==> config.mk <==
export PLATFORM = sky130hd
export DESIGN_NAME = spike_rate_decoder
export DESIGN_NICKNAME = d
export VERILOG_FILES = /design/src/rtl/spike_rate_decoder.sv
export SDC_FILE = /design/constraint.sdc
export NUM_CORES = 1
export LEC_CHECK = 0
export CAP_MARGIN = 20
export CELL_PAD_IN_SITES_DETAIL_PLACEMENT = 1
export CELL_PAD_IN_SITES_GLOBAL_PLACEMENT = 1
export CORE_UTILIZATION = 47
export DETAILED_ROUTE_END_ITERATION = 10
export GPL_TIMING_DRIVEN = 0
export PLACE_DENSITY = 0.92
export SLEW_MARGIN = 20
export SYNTH_ARGS = -nofsm -noshare
export SYNTH_HDL_FRONTEND = slang
export SYNTH_SLANG_ARGS = --single-unit
==> constraint.sdc <==
create_clock -name clk -period 2.7 [get_ports clk]
set_input_delay 0.405 -clock clk [delete_from_list [all_inputs] [get_ports clk]]
set_output_delay 0.405 -clock clk [all_outputs]
set_load 0.03 [all_outputs]
==> src/rtl/spike_rate_decoder.sv <==
// -----------------------------------------------------------------------------
// spike_rate_decoder
//
// Turns a spike train from a LIF neuron into two measurements:
//   * a firing rate: the number of 0->1 edges counted over a fixed window of
//     2^WIN_LOG2 cycles, published once per window with a one-cycle valid pulse
//   * an inter-spike interval: the number of cycles between the two most recent
//     edges, updated on every edge
//
// Ports
//   clk       in   single clock, rising edge
//   rst_n     in   asynchronous active-low reset
//   spike_in  in   spike line, synchronous to clk
//   enable    in   1 = measure, 0 = idle / abort the current window
//   rate      out  [CNT_W] edges counted in the last completed window (saturating)
//   isi       out  [CNT_W] cycles between the two most recent edges (saturating)
//   valid     out  one-cycle pulse, new rate/overflow result
//   overflow  out  the last completed window saturated its spike count
//   busy      out  a window is being measured (COUNT or REPORT)
// -----------------------------------------------------------------------------
`timescale 1ns/1ps
module spike_rate_decoder #(
  parameter int WIN_LOG2 = 8,
  parameter int CNT_W    = 8
) (
  input  logic             clk,
  input  logic             rst_n,
  input  logic             spike_in,
  input  logic             enable,
  output logic [CNT_W-1:0] rate,
  output logic [CNT_W-1:0] isi,
  output logic             valid,
  output logic             overflow,
  output logic             busy
);

  localparam logic [CNT_W-1:0]    CNT_MAX  = '1;
  localparam logic [WIN_LOG2-1:0] WIN_LAST = '1;

  typedef enum logic [1:0] {
    S_IDLE   = 2'd0,
    S_COUNT  = 2'd1,
    S_REPORT = 2'd2
  } state_t;

  state_t              state_q, state_d;
  logic                spk_q;
  logic                spk_edge;
  logic [WIN_LOG2-1:0] win_q, win_d;
  logic [CNT_W-1:0]    cnt_q, cnt_d;
  logic                sat_q, sat_d;
  logic [CNT_W-1:0]    rate_q, rate_d;
  logic                ovf_q, ovf_d;
  logic [CNT_W-1:0]    isi_cnt_q, isi_cnt_d;
  logic [CNT_W-1:0]    isi_q, isi_d;
  logic                isi_arm_q, isi_arm_d;

  // Spike counter value including this cycle's edge, and whether that edge
  // arrived while the counter was already pinned at its maximum.
  logic [CNT_W-1:0]    cnt_inc;
  logic                sat_hit;

  assign spk_edge = spike_in & ~spk_q;
  assign sat_hit  = spk_edge && (cnt_q == CNT_MAX);
  assign cnt_inc  = (spk_edge && (cnt_q != CNT_MAX)) ? cnt_q + 1'b1 : cnt_q;

  // ---------------------------------------------------------------------------
  // State and datapath registers
  // ---------------------------------------------------------------------------
  always_ff @(posedge clk or negedge rst_n) begin
    if (!rst_n) begin
      state_q   <= S_IDLE;
      spk_q     <= 1'b0;
      win_q     <= '0;
      cnt_q     <= '0;
      sat_q     <= 1'b0;
      rate_q    <= '0;
      ovf_q     <= 1'b0;
      isi_cnt_q <= '0;
      isi_q     <= '0;
      isi_arm_q <= 1'b0;
    end else begin
      state_q   <= state_d;
      spk_q     <= spike_in;
      win_q     <= win_d;
      cnt_q     <= cnt_d;
      sat_q     <= sat_d;
      rate_q    <= rate_d;
      ovf_q     <= ovf_d;
      isi_cnt_q <= isi_cnt_d;
      isi_q     <= isi_d;
      isi_arm_q <= isi_arm_d;
    end
  end

  // ---------------------------------------------------------------------------
  // Next-state and window datapath
  // ---------------------------------------------------------------------------
  always_comb begin
    state_d = state_q;
    win_d   = win_q;
    cnt_d   = cnt_q;
    sat_d   = sat_q;
    rate_d  = rate_q;
    ovf_d   = ovf_q;

    case (state_q)
      S_IDLE: begin
        win_d = '0;
        cnt_d = '0;
        sat_d = 1'b0;
        if (enable) state_d = S_COUNT;
      end

      S_COUNT: begin
        if (!enable) begin
          // Abort: drop the partial window, results keep their old values.
          state_d = S_IDLE;
          win_d   = '0;
          cnt_d   = '0;
          sat_d   = 1'b0;
        end else begin
          win_d = win_q + 1'b1;
          cnt_d = cnt_inc;
          sat_d = sat_q | sat_hit;
          if (win_q == WIN_LAST) begin
            // Results are loaded on the way into REPORT so they are already
            // visible while valid is high; the last-cycle edge is included.
            state_d = S_REPORT;
            win_d   = '0;
            rate_d  = cnt_inc;
            ovf_d   = sat_q | sat_hit;
          end
        end
      end

      S_REPORT: begin
        win_d = '0;
        sat_d = 1'b0;
        if (enable) begin
          // An edge seen during REPORT opens the next window's count.
          state_d = S_COUNT;
          cnt_d   = spk_edge ? CNT_W'(1) : '0;
        end else begin
          state_d = S_IDLE;
          cnt_d   = '0;
        end
      end

      default: begin
        state_d = S_IDLE;
        win_d   = '0;
        cnt_d   = '0;
        sat_d   = 1'b0;
      end
    endcase
  end

  // ---------------------------------------------------------------------------
  // Inter-spike interval, independent of the window FSM
  // ---------------------------------------------------------------------------
  always_comb begin
    isi_cnt_d = isi_cnt_q;
    isi_d     = isi_q;
    isi_arm_d = isi_arm_q;

    if (!enable) begin
      // Disarm so the first edge after re-enable only restarts the count.
      isi_cnt_d = '0;
      isi_arm_d = 1'b0;
    end else if (spk_edge) begin
      if (isi_arm_q) begin
        isi_d = (isi_cnt_q == CNT_MAX) ? CNT_MAX : isi_cnt_q + 1'b1;
      end
      isi_cnt_d = '0;
      isi_arm_d = 1'b1;
    end else if (isi_cnt_q != CNT_MAX) begin
      isi_cnt_d = isi_cnt_q + 1'b1;
    end
  end

  // ---------------------------------------------------------------------------
  // Outputs
  // ---------------------------------------------------------------------------
  always_comb begin
    valid    = (state_q == S_REPORT);
    busy     = (state_q != S_IDLE);
    rate     = rate_q;
    overflow = ovf_q;
    isi      = isi_q;
  end

endmodule
Word-level counts from Yosys, hierarchy flattened
Index checks and enable logic that the tools add are counted.
Widths: inputs -> output; s select.

storage, ports and cells
  bits in registers = 46
  latch bits = 0
  memory bits (writable) = 0
  ROM bits = 0
  bits of input ports = 4
  output and inout bits = 19
  logic and storage cells = 55
  memories kept = 0

cells by class
  $add $sub $neg = 3
  multiply operators = 0
  divide/modulo/power cells = 0
  magnitude comparators = 0
  eq/ne operators = 11
  shift-type cells = 0
  multiplexer cells = 21
  bitwise logic cells = 3
  reduce and logical (&&, ||, !) cells = 7

operators by type and width
  kind                 count
  $mux 8               9
  $add 8x1->8 const B  3
  $eq 8x8->1 const B   3
  $ne 8x8->1 const B   2
  $pmux 8 s2           1
  $mux 1               7
  $mux 2               3
  $pmux 2 s3           1
  $reduce_and 3->1     2
  $ne 3x1->1 const B   1
  $ne 3x3->1 const B   1
  $eq 2x1->1 const B   1
  $eq 2x2->1 const B   1
  $logic_and 1x1->1    2
  $logic_not 2->1      1
  $ne 2x1->1 const B   1
  $ne 2x2->1 const B   1
  $reduce_and 2->1     1
  $reduce_bool 2->1    1
  $and 1x1->1          1
  $not 1->1            1
  $or 1x1->1           1

Longest topological paths before layout
Gate-level depths: netlist (run 1).

  word-level depth = 6
  mapped depth = 8
  depth with buffers taken out = 6

Worst setup path before layout (run 1)
OpenSTA, ideal clock, no wires.

  path kind = register to register
  start point = reg state_q[1]
  end point = reg rate_q[2] (netlist: rate[2])
  setup time = 0.125 ns
  arrival = 1.554 ns
  required time = 2.575 ns
  slack = 1.021 ns
  cell stages (with the launch flop) = 7
  path buffers = 1
  clock period less this slack = 1.679 ns
  path through = dfrtp_1 -> inv_1 -> ha_1 -> nand2_4 -> or3_1 -> buf_6 -> mux2_4

on the way
  word-level cells in the longest chain between the ends = 2

ends and longest elaborated chain
  item                               line  text
  from (decl)                        46    state_t state_q, state_d;
  from (signal assigned)             83    state_q <= state_d;
  $eq 2x1->1                         107   case (state_q)
  $reduce_and 3->1 (no source line)  --
  to (signal assigned)               88    rate_q <= rate_d;
  to (decl)                          52    logic [CNT_W-1:0] rate_q, rate_d;

Every way passes these cells.
A chain may end at the register's enable or synchronous reset.

Worst setup path after layout (run 1)
  start point = reg state_q[1]
  end point = out busy

on the way
  word-level cells in the longest chain between the ends = 1

ends and longest elaborated chain
  item               line  text
  $reduce_bool 2->1  187   busy = (state_q != S_IDLE);
  to (decl)          34    output logic busy

Every way passes these cells.

==> results of run 1 <==
-- critical path, cell delays in order (launching register included) --
cell             delay (ns)
dfrtp_1                0.43
inv_1                  0.09
ha_1                   0.21
inv_1                  0.07
clkdlybuf4s50_1        0.66
-- registers in the layout, summed over array words and instances (netlist names) --
name / cells
isi_cnt_q: 8
state_q: 2
spk_q: 1
cnt_q: 8
isi_arm_q: 1
isi: 8
sat_q: 1
overflow: 1
win_q: 8
rate: 8
-- metal layers --
layer,vias up,routed length [um],GRT usage
li1,769,-,-
met1,814,2250,0.297
met2,39,2450,0.360
met3,13,176,0.0451
met4,0,138,0.104
met5,-,0,0
-- how the worst max path moves through the flow --
stage                                start                   to  slack [ns]
finish              state_q[1]$_DFFE_PN0P_                 busy        0.53
global route        state_q[1]$_DFFE_PN0P_                 busy        0.48
CTS                 state_q[1]$_DFFE_PN0P_                 busy        0.52
detailed placement                spike_in  rate[1]$_DFFE_PN0P_        0.44
global placement                     rst_n   isi[5]$_DFFE_PN0P_       -0.02
floorplan           state_q[1]$_DFFE_PN0P_  rate[2]$_DFFE_PN0P_        1.02
-- area by class of cell --
cell class / count / area [um2]
Buffer: 5 / 37.5
Fill cell: 497 / 1810
Clock buffer: 6 / 82.6
Tap cell: 52 / 65.1
Inverter: 3 / 11.3
Clock inverter: 1 / 30.0
Sequential cell: 46 / 1150
Timing Repair Buffer: 22 / 225
Multi-Input combinational cell: 148 / 938
-- power by group through the flow --
| stage | sequential, mW | combinational (mW) | clock [mW] |
|---|---|---|---|
| after floorplan | 0.782 | 0.117 | 0 |
| after global placement | 0.760 | 0.225 | 0 |
| after detailed placement | 0.762 | 0.238 | 0 |
| after CTS | 0.749 | 0.242 | 0.538 |
| after global routing | 0.754 | 0.260 | 0.562 |
| final | 0.750 | 0.239 | 0.527 |
-- cells by family after synthesis --
kind of cell / synth area share
fa+ha+maj: 0.0410
simple gates: 0.210
mux: 0.0375
xor+xnor: 0.0451
compound gates: 0.105
flops: 0.538
buf+inv: 0.0228
-- cells in the final DEF (no fill, tap or decap), types with 4 or more instances in the layout --
| cell type | count |
|---|---|
| mux2i_1 | 5 |
| nand2_1 | 22 |
| nor2_1 | 23 |
| a21oi_1 | 7 |
| dfrtp_1 | 46 |
| nand2b_1 | 4 |
| clkdlybuf4s50_1 | 20 |
| a31oi_1 | 5 |
| nand4_1 | 5 |
| nand3_1 | 9 |
| xor2_1 | 8 |
| clkbuf_8 | 6 |
| ha_1 | 7 |
| o21ai_0 | 11 |
| and3_1 | 8 |
-- through the flow --
step                setup WS (ns)  cell area [um2]  TNS, ns   util  cells
floorplan                    1.02             2140        0      -    202
global placement          -0.0233             2410   -0.983  0.554    275
detailed placement          0.443             2430        0  0.558    276
CTS                         0.522             2540        0  0.584    283
global route                0.477             2540        0  0.584    283
finish                      0.525             2540        0  0.584    283
==> qor.csv, run 1 <==
stage,metric,value,unit
outcome,status,finished clean,
detailed_routing,drt-initial-drc-count,97,
clock_network,clock_sinks,46,
power_and_ir_drop,p_per_area,596,nW/um2
timing,hold_slack,0.0426,ns
timing,skew,0.00842,ns
timing,drv_slew,0,
power_and_ir_drop,leakage,1.15,nW
grt,grt_pass1_vias,1700,
die,coreArea,4350,um2
clock_network,cts_setup_buffers,0,
yosys,synth_cell_types,40,
grt,grt_pass1_wl,8.36,mm
yosys,ys_top_cells_by_area,"dfrtp_1 54%, ha_1 4.1%, nor2_1 4.0%",
timing,worst_pin_slew,0.587,ns
power_and_ir_drop,p_int,1.10,mW
grt,grt_overflow,0,
yosys,synth_seq_cells,46,
yosys,synth_warnings,0,
timing,relSlewSlack,0.608,
timing,finalCriticalPeriod,2.17,ns
die,ios,23,
worst_setup_path,criticalPathCategory,reg2out,
clock_network,cts_tree,yes,
timing,rsz0062_at_grt,false,
worst_setup_path,r2r_cells,8,
detailed_routing,routed_wl,5.01,mm
yosys,syn_inst,202,
final_layout,syn2layout_area_growth,18.8,%
clock_network,htreeDepth,2,
worst_setup_path,path_max_fanout,4,
clock_network,cts_root_buf,clkbuf_8,
worst_setup_path,r2r_end,rate[4]$_DFFE_PN0P_,
grt,track_usage,0.226,
yosys,synth.most_common_cell,dfrtp_1,
power_and_ir_drop,vdd_drop_max,297,uV
detailed_routing,routed_via_density,5.78,
placement,io_buffers,21,
worst_setup_path,critPathRequiredTime,2.30,ns
grt,grt_max_degree,29,
timing,final.period_utilization,0.805,
clock_network,clock_latency,0.30,ns
yosys,synth_fp_nets,213,
clock_network,path_clk_slew,0.09,ns
clock_network,ctsHoldBuffers,0,
worst_setup_path,cp-start-kind,flip-flop,
placement,place_congestion,0.784,
worst_setup_path,cp.arrival,1.77,ns
worst_hold_path,hold_path_class,in2async,
yosys,post-synth-top-area-fraction,0.538,
yosys,synth_ff_type,dfrtp_1,
clock_network,clock_path_buffers,2,
detailed_routing,antenna_left,0,
detailed_routing,detail_route.wl_per_cell,17.7,um
die,die_area,4820,um2
detailed_routing,num_vias,1635,
die,fp.dieH,69.5,um
power_and_ir_drop,sw_frac_of_total,0.272,
final_layout,antenna_cells,0,
worst_setup_path,crit_path_end_kind,output port,
timing,setup_viol,0,
die,die_w,69.5,um
clock_network,cts_resized,0,
grt,antenna_found_initial,0,
worst_setup_path,r2r-start,state_q[1]$_DFFE_PN0P_,
yosys,async_flop_share,1.00,
job,cap_violations,0,
placement,dpl.hpwl,3.49,mm
worst_setup_path,rrSetupSlack,0.85,ns
yosys,syn_avg_cell_area,10.6,um2
detailed_routing,dr.pass1.iters,4,
power_and_ir_drop,switchingPower,0.412,mW
power_and_ir_drop,power,1.52,mW
yosys,syn-cell-area,2140,um2
yosys,yosysSeqAreaShare,0.538,
timing,max_freq,460,MHz
yosys,netlist.top_cell.by_area,dfrtp_1,
yosys,netlist_top_cells_count,"46 x dfrtp_1, 23 x nor2_1, 22 x nand2_1, 11 x o21ai_0, 9 x nand3_1",
power_and_ir_drop,clkPwrFrac,0.348,
power_and_ir_drop,seq_power_share,0.495,
clock_network,cts_buffers,5,
timing,hold_viol_final,0,
final_layout,nets,242,
final_layout,final_layout_size_suffix_gt1_frac,0.0996,
die,start_util,0.491,
die,rows,24,
detailed_routing,drcViolationCount,0,
power_and_ir_drop,p_comb_frac,0.158,
yosys,synth_edf_count,0,
Note: power is estimated with default switching activity, not from simulation.
==> run 2: changes to the inputs <==
- CORE_UTILIZATION: 47 -> 39
- PLACE_DENSITY: 0.92 -> 0.83
- clock period: 2.7 -> 1.8 ns (I/O delays scaled with it)
==> run 2 against run 1 <==
Combinational power rose by 50%. Largest cell class unchanged. Power up 41%. Flip-flop and latch count did not move. Critical path depth increased by 2. Sequential share of layout area is 0.85 points lower. Clock skew decreased by 0.0020 ns. Global-route usage decreased by 4.5 points. Core utilization fell by 8.6 points.
==> qor.csv, run 2 (synthesis results as in run 1) <==
stage,metric,value,unit
detailed_routing,num_vias,1572,
grt,grt_pass1_wl,8.26,mm
detailed_routing,drcViolationCount,0,
final_layout,nets,244,
die,ios,23,
final_layout,antenna_cells,0,
detailed_routing,detail_route.wl_per_cell,15.3,um
outcome,status,finished clean,
clock_network,clock_sinks,46,
final_layout,multiInputGateArea,968,um2
timing,drv_slew,0,
clock_network,htreeDepth,2,
worst_setup_path,critPathRequiredTime,1.98,ns
timing,hold_slack,0.270,ns
timing,final.period_utilization,0.973,
clock_network,path_clk_slew,0.08,ns
final_layout,syn2layout_area_growth,21.2,%
worst_setup_path,path_max_fanout,8,
clock_network,cts_buffers,5,
power_and_ir_drop,vdd_drop_max,487,uV
die,die_area,5780,um2
worst_setup_path,criticalPathCategory,reg2reg,
worst_setup_path,crit_path_end_kind,flip-flop,
timing,worst_pin_slew,0.597,ns
die,coreArea,5200,um2
final_layout,n_fill_cell,588,
grt,grt_overflow,0,
timing,relSlewSlack,0.602,
detailed_routing,antenna_left,0,
final_layout,final_common_cell,dfrtp_1,
timing,rsz0062_at_grt,true,
grt,antenna_found_initial,0,
die,start_util,0.411,
placement,place_congestion,0.844,
placement,dpl.hpwl,3.49,mm
detailed_routing,routed_via_density,5.17,
job,cap_violations,0,
die,die_w,76.0,um
final_layout,final_cell_mix,"45 x dfrtp_1, 23 x nor2_1, 22 x nand2_1",
worst_setup_path,cp-start-kind,flip-flop,
placement,io_buffers,21,
timing,hold_viol_final,0,
clock_network,clock_latency,0.30,ns
power_and_ir_drop,leakage,1.16,nW
die,fp.dieH,76.0,um
clock_network,clock_path_buffers,2,
power_and_ir_drop,p_per_area,824,nW/um2
grt,grt_max_degree,26,
timing,skew,0.00646,ns
clock_network,cts_tree,yes,
detailed_routing,drt-initial-drc-count,47,
timing,finalCriticalPeriod,1.75,ns
detailed_routing,dr.pass1.iters,2,
worst_setup_path,cp.arrival,1.93,ns
timing,setup_viol,0,
timing,setup_tns,0,ns
detailed_routing,routed_wl,4.66,mm
worst_hold_path,hold_path_class,in2reg,
die,rows,26,
grt,grt_pass1_vias,1690,
grt,track_usage,0.181,
clock_network,cts_root_buf,clkbuf_8,
timing,max_freq,571,MHz
final_layout,final_layout_size_suffix_gt1_frac,0.128,
final_layout,regArea,1150,um2
## run 2: cell count changes in the layout (fill, tap and decap cells not counted), sizes merged
| cell | previous run | this run |
|---|---|---|
| buf | 5 | 6 |
| bufinv | 1 | 0 |
| clkbuf | 8 | 10 |
| clkdlybuf4s50 | 20 | 18 |
| clkinv | 0 | 1 |
| dlygate4sd2 | 0 | 1 |
| dlygate4sd3 | 0 | 1 |
## run 2: final cells by class
type,instances,area share
multi-input cells,148,0.374
flip-flops and latches,46,0.444
repair buffers,24,0.0941
clock inverters,1,0.00193
well taps,70,0.0338
clock buffers,7,0.0333
inverters,3,0.00434
plain buffers,5,0.0145
## run 2: worst max-delay path, cell delays in order (launching register included)
cell	delay (ns)
dfrtp_1	0.41
inv_1	0.09
ha_2	0.21
nand2_4	0.09
or3_1	0.40
buf_6	0.15
mux2_4	0.29
## run 2: timing repair
item / CTS / global route
hold endpoints to repair: 24 / 0
setup endpoints to repair: 10 / 12
buffers inserted: 0 / 1
hold buffers: 1 / 0
resized for setup: 4 / 8
## run 2: stage by stage
step	power (mW)	setup WS, ns	instances	instance area [um2]	util
floorplan	1.35	0.121	202	2140	-
global placement	1.47	-0.787	293	2440	0.468
detailed placement	1.50	-0.353	294	2460	0.472
CTS	2.16	-0.00913	303	2560	0.492
global route	2.25	-0.00774	304	2590	0.498
finish	2.14	0.0492	304	2590	0.498
## run 2: routing by layer
| metal | up-vias | share of wire | global-route usage |
|---|---|---|---|
| li1 | 772 | - | - |
| met1 | 768 | 0.45 | 0.226 |
| met2 | 25 | 0.50 | 0.317 |
| met3 | 7 | 0.032 | 0.0395 |
| met4 | 0 | 0.013 | 0.0462 |
| met5 | - | 0 | 0 |
## run 2: worst paths after layout
check	start	end	slack [ns]	cells after the start
max in group asynchronous	rst_n	win_q[0]$_DFF_PN0_	0.75	3
min in group asynchronous	rst_n	isi[3]$_DFFE_PN0P_	0.51	2
worst max register to register	state_q[1]$_DFFE_PN0P_	rate[2]$_DFFE_PN0P_	0.05	6
worst max-delay path	state_q[1]$_DFFE_PN0P_	rate[2]$_DFFE_PN0P_	0.05	6
worst min-delay path	enable	isi_arm_q$_DFFE_PN0P_	0.27	2
worst min register to register	overflow$_DFFE_PN0P_	overflow$_DFFE_PN0P_	0.48	2
## run 2: power by group
part | internal (mW) | switching (mW)
clock network | 0.310 | 0.337
logic | 0.136 | 0.223
registers | 1.08 | 0.0493
